===== src/rtl/regfile_scoreboard_if.sv =====
// Writeback, read-port and issue signals between the pipeline and the
// register file / pending-write scoreboard.
interface regfile_scoreboard_if #(
    parameter int NUM_REGS  = 32,
    parameter int DATA_SIZE = 32
);
    localparam int AW = $clog2(NUM_REGS);

    logic                 i_wb_regwrite;
    logic [AW-1:0]        i_wb_rdest;
    logic [DATA_SIZE-1:0] i_wb_result;

    logic [AW-1:0]        i_rs1_addr;
    logic [AW-1:0]        i_rs2_addr;
    logic [DATA_SIZE-1:0] o_rs1_data;
    logic [DATA_SIZE-1:0] o_rs2_data;

    logic                 i_issue_valid;
    logic                 i_issue_rs1_en;
    logic                 i_issue_rs2_en;
    logic                 i_issue_regwrite;
    logic [AW-1:0]        i_issue_rdest;
    logic                 o_issue_ready;
    logic                 o_hazard;

    logic                 i_flush;
    logic                 o_busy;
    logic                 o_err_underflow;

    // Pipeline side: drives writeback, read addresses and issue requests.
    modport master (
        output i_wb_regwrite, i_wb_rdest, i_wb_result,
        output i_rs1_addr, i_rs2_addr,
        input  o_rs1_data, o_rs2_data,
        output i_issue_valid, i_issue_rs1_en, i_issue_rs2_en,
        output i_issue_regwrite, i_issue_rdest,
        input  o_issue_ready, o_hazard,
        output i_flush,
        input  o_busy, o_err_underflow
    );

    // Register file / scoreboard side.
    modport slave (
        input  i_wb_regwrite, i_wb_rdest, i_wb_result,
        input  i_rs1_addr, i_rs2_addr,
        output o_rs1_data, o_rs2_data,
        input  i_issue_valid, i_issue_rs1_en, i_issue_rs2_en,
        input  i_issue_regwrite, i_issue_rdest,
        output o_issue_ready, o_hazard,
        input  i_flush,
        output o_busy, o_err_underflow
    );
endinterface


===== src/rtl/regfile_scoreboard.sv =====
// Integer register file with bypassing read ports and a per-register
// pending-write scoreboard that raises RAW hazards toward issue logic.
module regfile_scoreboard #(
    parameter int NUM_REGS  = 32,
    parameter int DATA_SIZE = 32,
    parameter int PEND_W    = 2
) (
    input  logic                 i_aclk,
    input  logic                 i_sreset,
    regfile_scoreboard_if.slave  bus
);
    localparam int AW = $clog2(NUM_REGS);
    localparam logic [PEND_W-1:0] PEND_MAX = '1;

    logic [DATA_SIZE-1:0] rf   [NUM_REGS];
    logic [PEND_W-1:0]    pend [NUM_REGS];
    logic [PEND_W-1:0]    eff  [NUM_REGS];
    logic                 err_underflow;

    logic [NUM_REGS-1:0]  inc_vec;
    logic [NUM_REGS-1:0]  dec_vec;
    logic                 wb_hit;
    logic                 issue_inc;
    logic                 rs1_haz;
    logic                 rs2_haz;
    logic                 rd_sat;
    logic                 hazard;
    logic                 ready;
    logic                 busy;
    logic [DATA_SIZE-1:0] rs1_data;
    logic [DATA_SIZE-1:0] rs2_data;

    assign wb_hit = bus.i_wb_regwrite && (bus.i_wb_rdest != '0);

    // Read ports: x0 reads zero, a same-cycle writeback is forwarded.
    always_comb begin
        rs1_data = rf[bus.i_rs1_addr];
        if (bus.i_rs1_addr == '0)
            rs1_data = '0;
        else if (wb_hit && (bus.i_wb_rdest == bus.i_rs1_addr))
            rs1_data = bus.i_wb_result;
    end

    always_comb begin
        rs2_data = rf[bus.i_rs2_addr];
        if (bus.i_rs2_addr == '0)
            rs2_data = '0;
        else if (wb_hit && (bus.i_wb_rdest == bus.i_rs2_addr))
            rs2_data = bus.i_wb_result;
    end

    // Effective count discounts the write retiring this cycle, so a source
    // satisfied by the bypass does not stall.
    always_comb begin
        for (int r = 0; r < NUM_REGS; r++) begin
            dec_vec[r] = wb_hit && (bus.i_wb_rdest == AW'(r)) && (pend[r] != '0);
            eff[r]     = pend[r] - PEND_W'(dec_vec[r]);
        end
    end

    assign rs1_haz = bus.i_issue_rs1_en && (bus.i_rs1_addr != '0) &&
                     (eff[bus.i_rs1_addr] != '0);
    assign rs2_haz = bus.i_issue_rs2_en && (bus.i_rs2_addr != '0) &&
                     (eff[bus.i_rs2_addr] != '0);
    assign hazard  = rs1_haz || rs2_haz;

    // A saturated destination counter stalls issue rather than wrapping.
    assign rd_sat    = bus.i_issue_regwrite && (bus.i_issue_rdest != '0) &&
                       (eff[bus.i_issue_rdest] == PEND_MAX);
    assign ready     = !hazard && !rd_sat;
    assign issue_inc = bus.i_issue_valid && ready && bus.i_issue_regwrite &&
                       (bus.i_issue_rdest != '0);

    always_comb begin
        for (int r = 0; r < NUM_REGS; r++)
            inc_vec[r] = issue_inc && (bus.i_issue_rdest == AW'(r));
    end

    always_comb begin
        busy = 1'b0;
        for (int r = 0; r < NUM_REGS; r++)
            busy = busy || (pend[r] != '0);
    end

    // NOTE: all sequential state uses non-blocking assignments so every
    // register samples pre-edge values regardless of statement order.
    always_ff @(posedge i_aclk) begin
        if (i_sreset) begin
            // NOTE: the register array is cleared too, so reads after reset
            // return zero instead of whatever the storage powered up with.
            for (int r = 0; r < NUM_REGS; r++) begin
                rf[r]   <= '0;
                pend[r] <= '0;
            end
            err_underflow <= 1'b0;
        end else begin
            if (wb_hit)
                rf[bus.i_wb_rdest] <= bus.i_wb_result;

            for (int r = 0; r < NUM_REGS; r++) begin
                if (bus.i_flush)
                    pend[r] <= '0;
                else if (inc_vec[r] && !dec_vec[r])
                    pend[r] <= pend[r] + PEND_W'(1);
                else if (dec_vec[r] && !inc_vec[r])
                    pend[r] <= pend[r] - PEND_W'(1);
            end

            if (!bus.i_flush && wb_hit && (pend[bus.i_wb_rdest] == '0))
                err_underflow <= 1'b1;
        end
    end

    assign bus.o_rs1_data      = rs1_data;
    assign bus.o_rs2_data      = rs2_data;
    assign bus.o_hazard        = hazard;
    assign bus.o_issue_ready   = ready;
    assign bus.o_busy          = busy;
    assign bus.o_err_underflow = err_underflow;

endmodule


===== src/flat_wrapper.sv =====
// flat-port wrapper written by rule: the top's interface ports become plain ports
module regfile_scoreboard_flat 
#(
    parameter int NUM_REGS  = 32,
    parameter int DATA_SIZE = 32,
    parameter int PEND_W    = 2
)
  (i_aclk, i_sreset, bus_i_wb_regwrite, bus_i_wb_rdest, bus_i_wb_result, bus_i_rs1_addr, bus_i_rs2_addr, bus_o_rs1_data, bus_o_rs2_data, bus_i_issue_valid, bus_i_issue_rs1_en, bus_i_issue_rs2_en, bus_i_issue_regwrite, bus_i_issue_rdest, bus_o_issue_ready, bus_o_hazard, bus_i_flush, bus_o_busy, bus_o_err_underflow);
  regfile_scoreboard_if #(.NUM_REGS(NUM_REGS), .DATA_SIZE(DATA_SIZE)) bus_i ();
  input  logic i_aclk;
  input  logic i_sreset;
  input wire logic [$bits(bus_i.i_wb_regwrite)-1:0] bus_i_wb_regwrite;
  input wire logic [$bits(bus_i.i_wb_rdest)-1:0] bus_i_wb_rdest;
  input wire logic [$bits(bus_i.i_wb_result)-1:0] bus_i_wb_result;
  input wire logic [$bits(bus_i.i_rs1_addr)-1:0] bus_i_rs1_addr;
  input wire logic [$bits(bus_i.i_rs2_addr)-1:0] bus_i_rs2_addr;
  output wire logic [$bits(bus_i.o_rs1_data)-1:0] bus_o_rs1_data;
  output wire logic [$bits(bus_i.o_rs2_data)-1:0] bus_o_rs2_data;
  input wire logic [$bits(bus_i.i_issue_valid)-1:0] bus_i_issue_valid;
  input wire logic [$bits(bus_i.i_issue_rs1_en)-1:0] bus_i_issue_rs1_en;
  input wire logic [$bits(bus_i.i_issue_rs2_en)-1:0] bus_i_issue_rs2_en;
  input wire logic [$bits(bus_i.i_issue_regwrite)-1:0] bus_i_issue_regwrite;
  input wire logic [$bits(bus_i.i_issue_rdest)-1:0] bus_i_issue_rdest;
  output wire logic [$bits(bus_i.o_issue_ready)-1:0] bus_o_issue_ready;
  output wire logic [$bits(bus_i.o_hazard)-1:0] bus_o_hazard;
  input wire logic [$bits(bus_i.i_flush)-1:0] bus_i_flush;
  output wire logic [$bits(bus_i.o_busy)-1:0] bus_o_busy;
  output wire logic [$bits(bus_i.o_err_underflow)-1:0] bus_o_err_underflow;
  assign bus_i.i_wb_regwrite = bus_i_wb_regwrite;
  assign bus_i.i_wb_rdest = bus_i_wb_rdest;
  assign bus_i.i_wb_result = bus_i_wb_result;
  assign bus_i.i_rs1_addr = bus_i_rs1_addr;
  assign bus_i.i_rs2_addr = bus_i_rs2_addr;
  assign bus_o_rs1_data = bus_i.o_rs1_data;
  assign bus_o_rs2_data = bus_i.o_rs2_data;
  assign bus_i.i_issue_valid = bus_i_issue_valid;
  assign bus_i.i_issue_rs1_en = bus_i_issue_rs1_en;
  assign bus_i.i_issue_rs2_en = bus_i_issue_rs2_en;
  assign bus_i.i_issue_regwrite = bus_i_issue_regwrite;
  assign bus_i.i_issue_rdest = bus_i_issue_rdest;
  assign bus_o_issue_ready = bus_i.o_issue_ready;
  assign bus_o_hazard = bus_i.o_hazard;
  assign bus_i.i_flush = bus_i_flush;
  assign bus_o_busy = bus_i.o_busy;
  assign bus_o_err_underflow = bus_i.o_err_underflow;
  regfile_scoreboard #(.NUM_REGS(NUM_REGS), .DATA_SIZE(DATA_SIZE), .PEND_W(PEND_W)) u_core (.i_aclk(i_aclk), .i_sreset(i_sreset), .bus(bus_i));
endmodule

===== config.mk =====
export PLATFORM = sky130hd
export DESIGN_NAME = regfile_scoreboard_flat
export DESIGN_NICKNAME = d
export VERILOG_FILES = /design/src/rtl/regfile_scoreboard_if.sv /design/src/rtl/regfile_scoreboard.sv /design/src/flat_wrapper.sv
export SDC_FILE = /design/constraint.sdc
export NUM_CORES = 2
export LEC_CHECK = 0
export CAP_MARGIN = 10
export CORE_AREA = 2 2 380 420
export DETAILED_ROUTE_END_ITERATION = 8
export DIE_AREA = 0 0 382 422
export GPL_TIMING_DRIVEN = 0
export PLACE_DENSITY = 0.61
export SKIP_CTS_REPAIR_TIMING = 1
export SLEW_MARGIN = 20
export SYNTH_ARGS = -nofsm -noshare
export SYNTH_HDL_FRONTEND = slang
export SYNTH_SLANG_ARGS = --single-unit

===== constraint.sdc =====
create_clock -name i_aclk -period 15.17 [get_ports i_aclk]
set_input_delay 3.034 -clock i_aclk [delete_from_list [all_inputs] [get_ports i_aclk]]
set_output_delay 3.034 -clock i_aclk [all_outputs]
set_load 0.05 [all_outputs]

-- Word level (Yosys, flattened, before mapping)
Memory sizes are Yosys's and may differ from the RTL's.
Index checks and enable logic that the tools add are counted.
- add/subtract/negate cells: 96
- magnitude comparators: 3
- eq/ne operators: 65
- mux-type cells: 408
- bitwise logic cells: 99
- reduce and logical (&&, ||, !) cells: 318
- operators by type and width (operator ; number):
    1-bit 2-to-1 mux ; 297
    2-bit 2-to-1 mux ; 102
    1-bit logical AND ; 175
    5-bit equality test (second input constant) ; 32
    32-bit 2-to-1 mux ; 5
    1-bit bitwise OR ; 96
    5-bit by 4-bit equality test with 1-bit output (second input constant) ; 16
    2-bit nonzero test ; 34
    1-bit logical NOT ; 67
    2-bit by 1-bit adder with 2-bit output (second input constant) ; 32
    2-bit by 1-bit subtractor with 2-bit output ; 32
    2-bit by 1-bit subtractor with 2-bit output (second input constant) ; 32
    5-bit by 3-bit equality test with 1-bit output (second input constant) ; 8
    1-bit logical OR ; 32
    32-bit OR reduction ; 1
    2-bit binary-select mux with 5-bit select ; 3
    5-bit by 2-bit equality test with 1-bit output (second input constant) ; 4
    5-bit logical NOT ; 4
    5-bit nonzero test ; 4
    6-bit greater-or-equal comparator (second input constant) ; 3
    5-bit inverter with 6-bit output ; 3
    5-bit by 1-bit equality test with 1-bit output (second input constant) ; 2
    5-bit equality test ; 2
    5-bit 2-to-1 mux ; 1
    2 further kinds ; 2
- bits in registers: 1
- RAM bits: 1088
- bits of input ports: 60
- output and inout port bits: 68
- word-level logic and storage cells: 992
- memories kept: 2
- memories (memory ; words ; bits a word ; rd ports ; clocked after memory_dff ; write ports ; RTL line ; source):
    u_core.rf ; 32 ; 32 ; 2 ; 0 ; 32 ; regfile_scoreboard.sv:15 ; logic [DATA_SIZE-1:0] rf [NUM_REGS];
    u_core.pend ; 32 ; 2 ; 33 ; 0 ; 32 ; regfile_scoreboard.sv:16 ; logic [PEND_W-1:0] pend [NUM_REGS];

-- Depth between registers and ports, before layout
- word-level depth: 32
- depth in mapped cells: 18
- mapped depth without buffers: 15

-- Worst setup path after synthesis
No wires, ideal clock.
- path type: input -> output
- start: input bus_i_wb_rdest[2]
- end: output bus_o_issue_ready
- arrival time: 6.770 ns
- required time: 12.136 ns
- slack: 5.366 ns
- cell stages on the path: 17
- buffers on the path: 3
- cells stage by stage: clkbuf_1 > or3_1 > clkbuf_1 > o31a_1 > nand2_1 > or3_1 > inv_1 > ha_1 > xnor2_1 > nand2_1 > mux4_2 > a211oi_1 > a311o_2 > o21a_1 > inv_2 > buf_4 > nor2_1
- cells in the longest elaborated chain, start to end: 13
- ends and longest elaborated chain (item ; RTL line ; source):
    start: declaration ; flat_wrapper.sv:13 ; input wire logic [$bits(bus_i.i_wb_rdest)-1:0] bus_i_wb_rdest;
    5-bit nonzero test ; regfile_scoreboard.sv:33 ; assign wb_hit = bus.i_wb_regwrite && (bus.i_wb_rdest != '0);
    1-bit logical AND ; regfile_scoreboard.sv:33 ;
    1-bit logical AND (2 in a row) ; regfile_scoreboard.sv:56 ; dec_vec[r] = wb_hit && (bus.i_wb_rdest == AW'(r)) && (pend[r] != '0);
    2-bit by 1-bit subtractor with 2-bit output ; regfile_scoreboard.sv:57 ; eff[r] = pend[r] - PEND_W'(dec_vec[r]);
    2-bit binary-select mux with 5-bit select, on equally long branches ; regfile_scoreboard.sv:62, regfile_scoreboard.sv:64 ;
    2-bit 2-to-1 mux, on equally long branches (2 in a row) ; regfile_scoreboard.sv:62, regfile_scoreboard.sv:64 ;
    2-bit nonzero test, on equally long branches ; regfile_scoreboard.sv:62, regfile_scoreboard.sv:64 ;
    1-bit logical AND, on equally long branches ; regfile_scoreboard.sv:61, regfile_scoreboard.sv:63 ;
    1-bit logical OR (*) ; regfile_scoreboard.sv:65 ; assign hazard = rs1_haz || rs2_haz;
    net bus_o_hazard ; flat_wrapper.sv:25 ; output wire logic [$bits(bus_i.o_hazard)-1:0] bus_o_hazard;
    1-bit logical NOT (*) ; regfile_scoreboard.sv:70 ; assign ready = !hazard && !rd_sat;
    1-bit logical AND (*) ; regfile_scoreboard.sv:70 ;
    end: declaration ; flat_wrapper.sv:24 ; output wire logic [$bits(bus_i.o_issue_ready)-1:0] bus_o_issue_ready;
Mark *: on every way through the listed nets, which the timed path passes. The rest lies on a longest branch. The select of a mux whose other input is x is not followed.

-- Worst setup path in the final report
- start: input bus_i_rs1_addr[0]
- end: output bus_o_rs1_data[0]
- cells in the longest elaborated chain, start to end: 4
- ends and longest elaborated chain (item ; RTL line ; source):
    start: declaration ; flat_wrapper.sv:15 ; input wire logic [$bits(bus_i.i_rs1_addr)-1:0] bus_i_rs1_addr;
    parallel branches: the longest is 3 deep, another holds memory 32 x 32 bit ; -- ;
    32-bit 2-to-1 mux (*) ; regfile_scoreboard.sv:38 ; if (bus.i_rs1_addr == '0)
    end: declaration ; flat_wrapper.sv:17 ; output wire logic [$bits(bus_i.o_rs1_data)-1:0] bus_o_rs1_data;
Mark *: on every way between the ends.

==> run_results.csv <==
group,metric,value,unit
outcome,status,"complete, no violations",
route,wirelength,252000,µm
power_and_ir_drop,ir_worst_vdd,0.000103,V
sta,timing.fmax,79.9,MHz
sta,setup_viol,0,
layout,utilization,44.8,%
power_and_ir_drop,power_frac_seq,45.6,%
cts,clock-root-buffer,"clkbuf_16",
worst_setup_path,rrSetupSlack,10.64,ns
layout,register_area,0.0327,mm²
power_and_ir_drop,switching_share,28.2,%
synthesis,synth.yosys.seq_area_share,52.4,%
synthesis,synthAdderAreaFrac,1.28,%
cts,clk_pin_slew_worst_paths,0.06,ns
layout,multi_input_area,0.0276,mm²
placed_design,dpl.hpwl,195000,µm
sta,tightest_slew,1.26,ns
synthesis,synth_top_area_share,52.4,%
layout,fillerInstances,13976,
worst_setup_path,critPathKind,"in -> out",
route,dr_total_vias,43631,
synthesis,synth_common_cells,"edfxtp_1, and2_1, mux4_2, clkbuf_1, nand2_1",
die,core_area,0.157,mm²
global_route,grt_pass1_wl,339000,µm
synthesis,synth_top_family_by_area,"multiplexers",
die,start_util,39.7,%
placed_design,routabilityCongestion,1.03,
hold_path,hold_path_class,"reg -> reg",
synthesis,synth.distinct_cells,86,
synthesis,avgSynthCellArea,14.2,µm²
synthesis,synth.mux.area_fraction,22.8,%
synthesis,ys_ff_latch,1089,
die,die_area,0.161,mm²
route,drtPass1Iterations,5,
power_and_ir_drop,switching_power,2.21,mW
route,avgRoutedWirePerCell,36.7,µm
cts,clockBufferDepth,3,
placed_design,io_buffers,122,
sta,slew_headroom,15.9,%
synthesis,yosysWarningCount,0,
synthesis,synthArstFlopShare,0,%
worst_setup_path,arrival,9.48,ns
route,viasPerCell,6.36,
power_and_ir_drop,p_leak,23.7,nW
sta,final.min_clock_period,12.52,ns
placed_design,dpl.cell_count,6647,
die,dieWidth,382,µm
global_route,antenna_found_initial,18,
power_and_ir_drop,powerDensity,111,mW/mm²
sta,rsz0062_at_grt,"false",
synthesis,synth_most_common_cell,"edfxtp_1",
route,drtIter0Drc,6316,
die,io_pins,128,
global_route,grt_overflow,0,
synthesis,yosysTopAreaCell,"edfxtp_1",
cts,htreeDepth,3,
global_route,grt_pass1_vias,42167,
synthesis,ys.flop_type,"edfxtp_1",
synthesis,ys_top_cells_by_area,"edfxtp_1, mux4_2, and2_1, clkbuf_1, a211oi_1",
layout,layout.nets,4798,
cts,clkSinkCount,1089,
die,rows,153,
sta,fin_setup_tns,0,ns
sta,finalHoldViolCount,0,
global_route,grt_util_all_layers,30.7,%
power_and_ir_drop,intPower,5.60,mW
route,drcViolationCount,0,
layout,drive_gt1_share,20.6,%
global_route,grt_max_degree,33,
synthesis,synth_edf_count,1088,
synthesis,synthSimpleGateAreaFrac,14.8,%
power_and_ir_drop,combPwrFrac,16.7,%
worst_setup_path,worstSetupEndpointType,"output port",
cts,cts_inserted_buffers,116,
cts,cts_tree,"built",
route,ant_nets,0,
die,fp.dieH,422,µm
layout,final_cells,6865,
sta,slew_violations,0,
worst_setup_path,crit_path_start_kind,"input port",
sta,skew,0.0303,ns
synthesis,synth_compound_gate_area_share,4.55,%
layout,area.growth.synth_to_final,12.8,%
synthesis,synth_xor_xnor_area_share,0.590,%
job,cap_violations,0,
sta,fin_crit_sh,82.5,%
synthesis,synth_area,0.0623,mm²
cts,insertion_delay,0.77,ns
synthesis,synth_cells,4394,
power_and_ir_drop,p_total,7.81,mW
worst_setup_path,crit_fanout,10,
power_and_ir_drop,clockPowerShare,37.7,%
worst_setup_path,required,12.14,ns
state kept, by name, indices dropped and copies added, names as in the netlist:
register / flops
u_core.bus.o_err_underflow: 1
u_core.pend: 64
u_core.rf: 1024
worst max-delay path: stages:
cell and delay (ns):
clkdlybuf4s50_1 0.49, buf_4 0.21, buf_2 0.38, buf_2 0.48, buf_2 0.60, buf_2 0.75
xnor2_1 0.20, nand4_1 0.77, buf_2 0.54, a211oi_1 0.88, clkdlybuf4s50_1 1.09
stage by stage:
step                      area [µm²]  hold WS, ns  worst slack (ns)
after floorplan                62500        0.538              5.37
after global placement         66300        0.533              2.43
after detailed placement       66500        0.548              2.99
after CTS                      70300        0.563              2.99
after global routing           70300        0.573              2.70
final                          70300        0.562              2.65
power by group through the flow:
stage               clock [mW]  sequential [mW]  combinational (mW)
global route              3.05             3.58                1.32
CTS                       2.94             3.56                1.26
detailed placement           0             3.62                1.26
global placement             0             3.61                1.25
finish                    2.94             3.56                1.31
floorplan                    0             3.58               0.735
cells in the final DEF (no fill, tap or decap), drive strengths merged, types with 25 or more instances in the layout:
| cell | synthesis | routed |
|---|---|---|
| nor2b | 26 | 26 |
| nand2 | 165 | 165 |
| clkdlybuf4s50 | 0 | 122 |
| nand3 | 55 | 55 |
| nand4 | 25 | 25 |
| edfxtp | 1088 | 1088 |
| conb | 1 | 35 |
| or3 | 36 | 36 |
| a311oi | 39 | 39 |
| a31oi | 25 | 25 |
| a21oi | 73 | 73 |
| clkbuf | 317 | 453 |
| a211oi | 123 | 123 |
| buf | 127 | 131 |
| ha | 64 | 64 |
| clkinv | 1 | 58 |
| mux4 | 599 | 599 |
| or2 | 37 | 37 |
| and2 | 995 | 995 |
| nor3 | 48 | 48 |
| xnor2 | 36 | 36 |
| nor2 | 123 | 123 |
| mux2i | 69 | 69 |
| o21ai | 44 | 44 |
| inv | 97 | 101 |
area by class of cell:
cell class	instances	area share, %
clock inverter	81	1.04
multi-input combinational	2797	39.2
timing repair buffer	128	1.91
tap	2092	3.72
antenna	2	0.00712
clock buffer	134	4.37
sequential	1089	46.5
buffer	444	2.71
inverter	98	0.523
metal layers:
| layer | part of all wire (%) | wire length [µm] | global-route usage [%] | vias up |
|---|---|---|---|---|
| met1 | 36 | 89500 | 38.9 | 22512 |
| met3 | 11 | 28700 | 6.67 | 643 |
| met2 | 47 | 118000 | 49.3 | 3008 |
| li1 | - | - | - | 17460 |
| met4 | 6.2 | 15600 | 16.4 | 8 |
| met5 | 0.018 | 46 | 0 | - |
logic make-up (layout without fill, tap and decap cells):
logic type,count (synthesis),after routing
buf+inv,542,885
fa+ha+maj,64,64
simple gates,1596,1596
other cells,1,37
xor+xnor,42,42
mux,669,669
compound gates,391,391
flops,1089,1089
path summary, 6_finish.rpt:
kind,startpoint,end,cells past startpoint
worst max register to register,u_core.pend[21][0]$_SDFFCE_PP0P_,u_core.pend[12][1]$_SDFFCE_PN0P_,14
worst min register to register,u_core.pend[29][0]$_SDFFCE_PP0P_,u_core.pend[29][0]$_SDFFCE_PP0P_,1
worst min-delay path,u_core.pend[29][0]$_SDFFCE_PP0P_,u_core.pend[29][0]$_SDFFCE_PP0P_,1
worst max-delay path,bus_i_rs1_addr[0],bus_o_rs1_data[0],11
(Power assumes the default switching activity.)
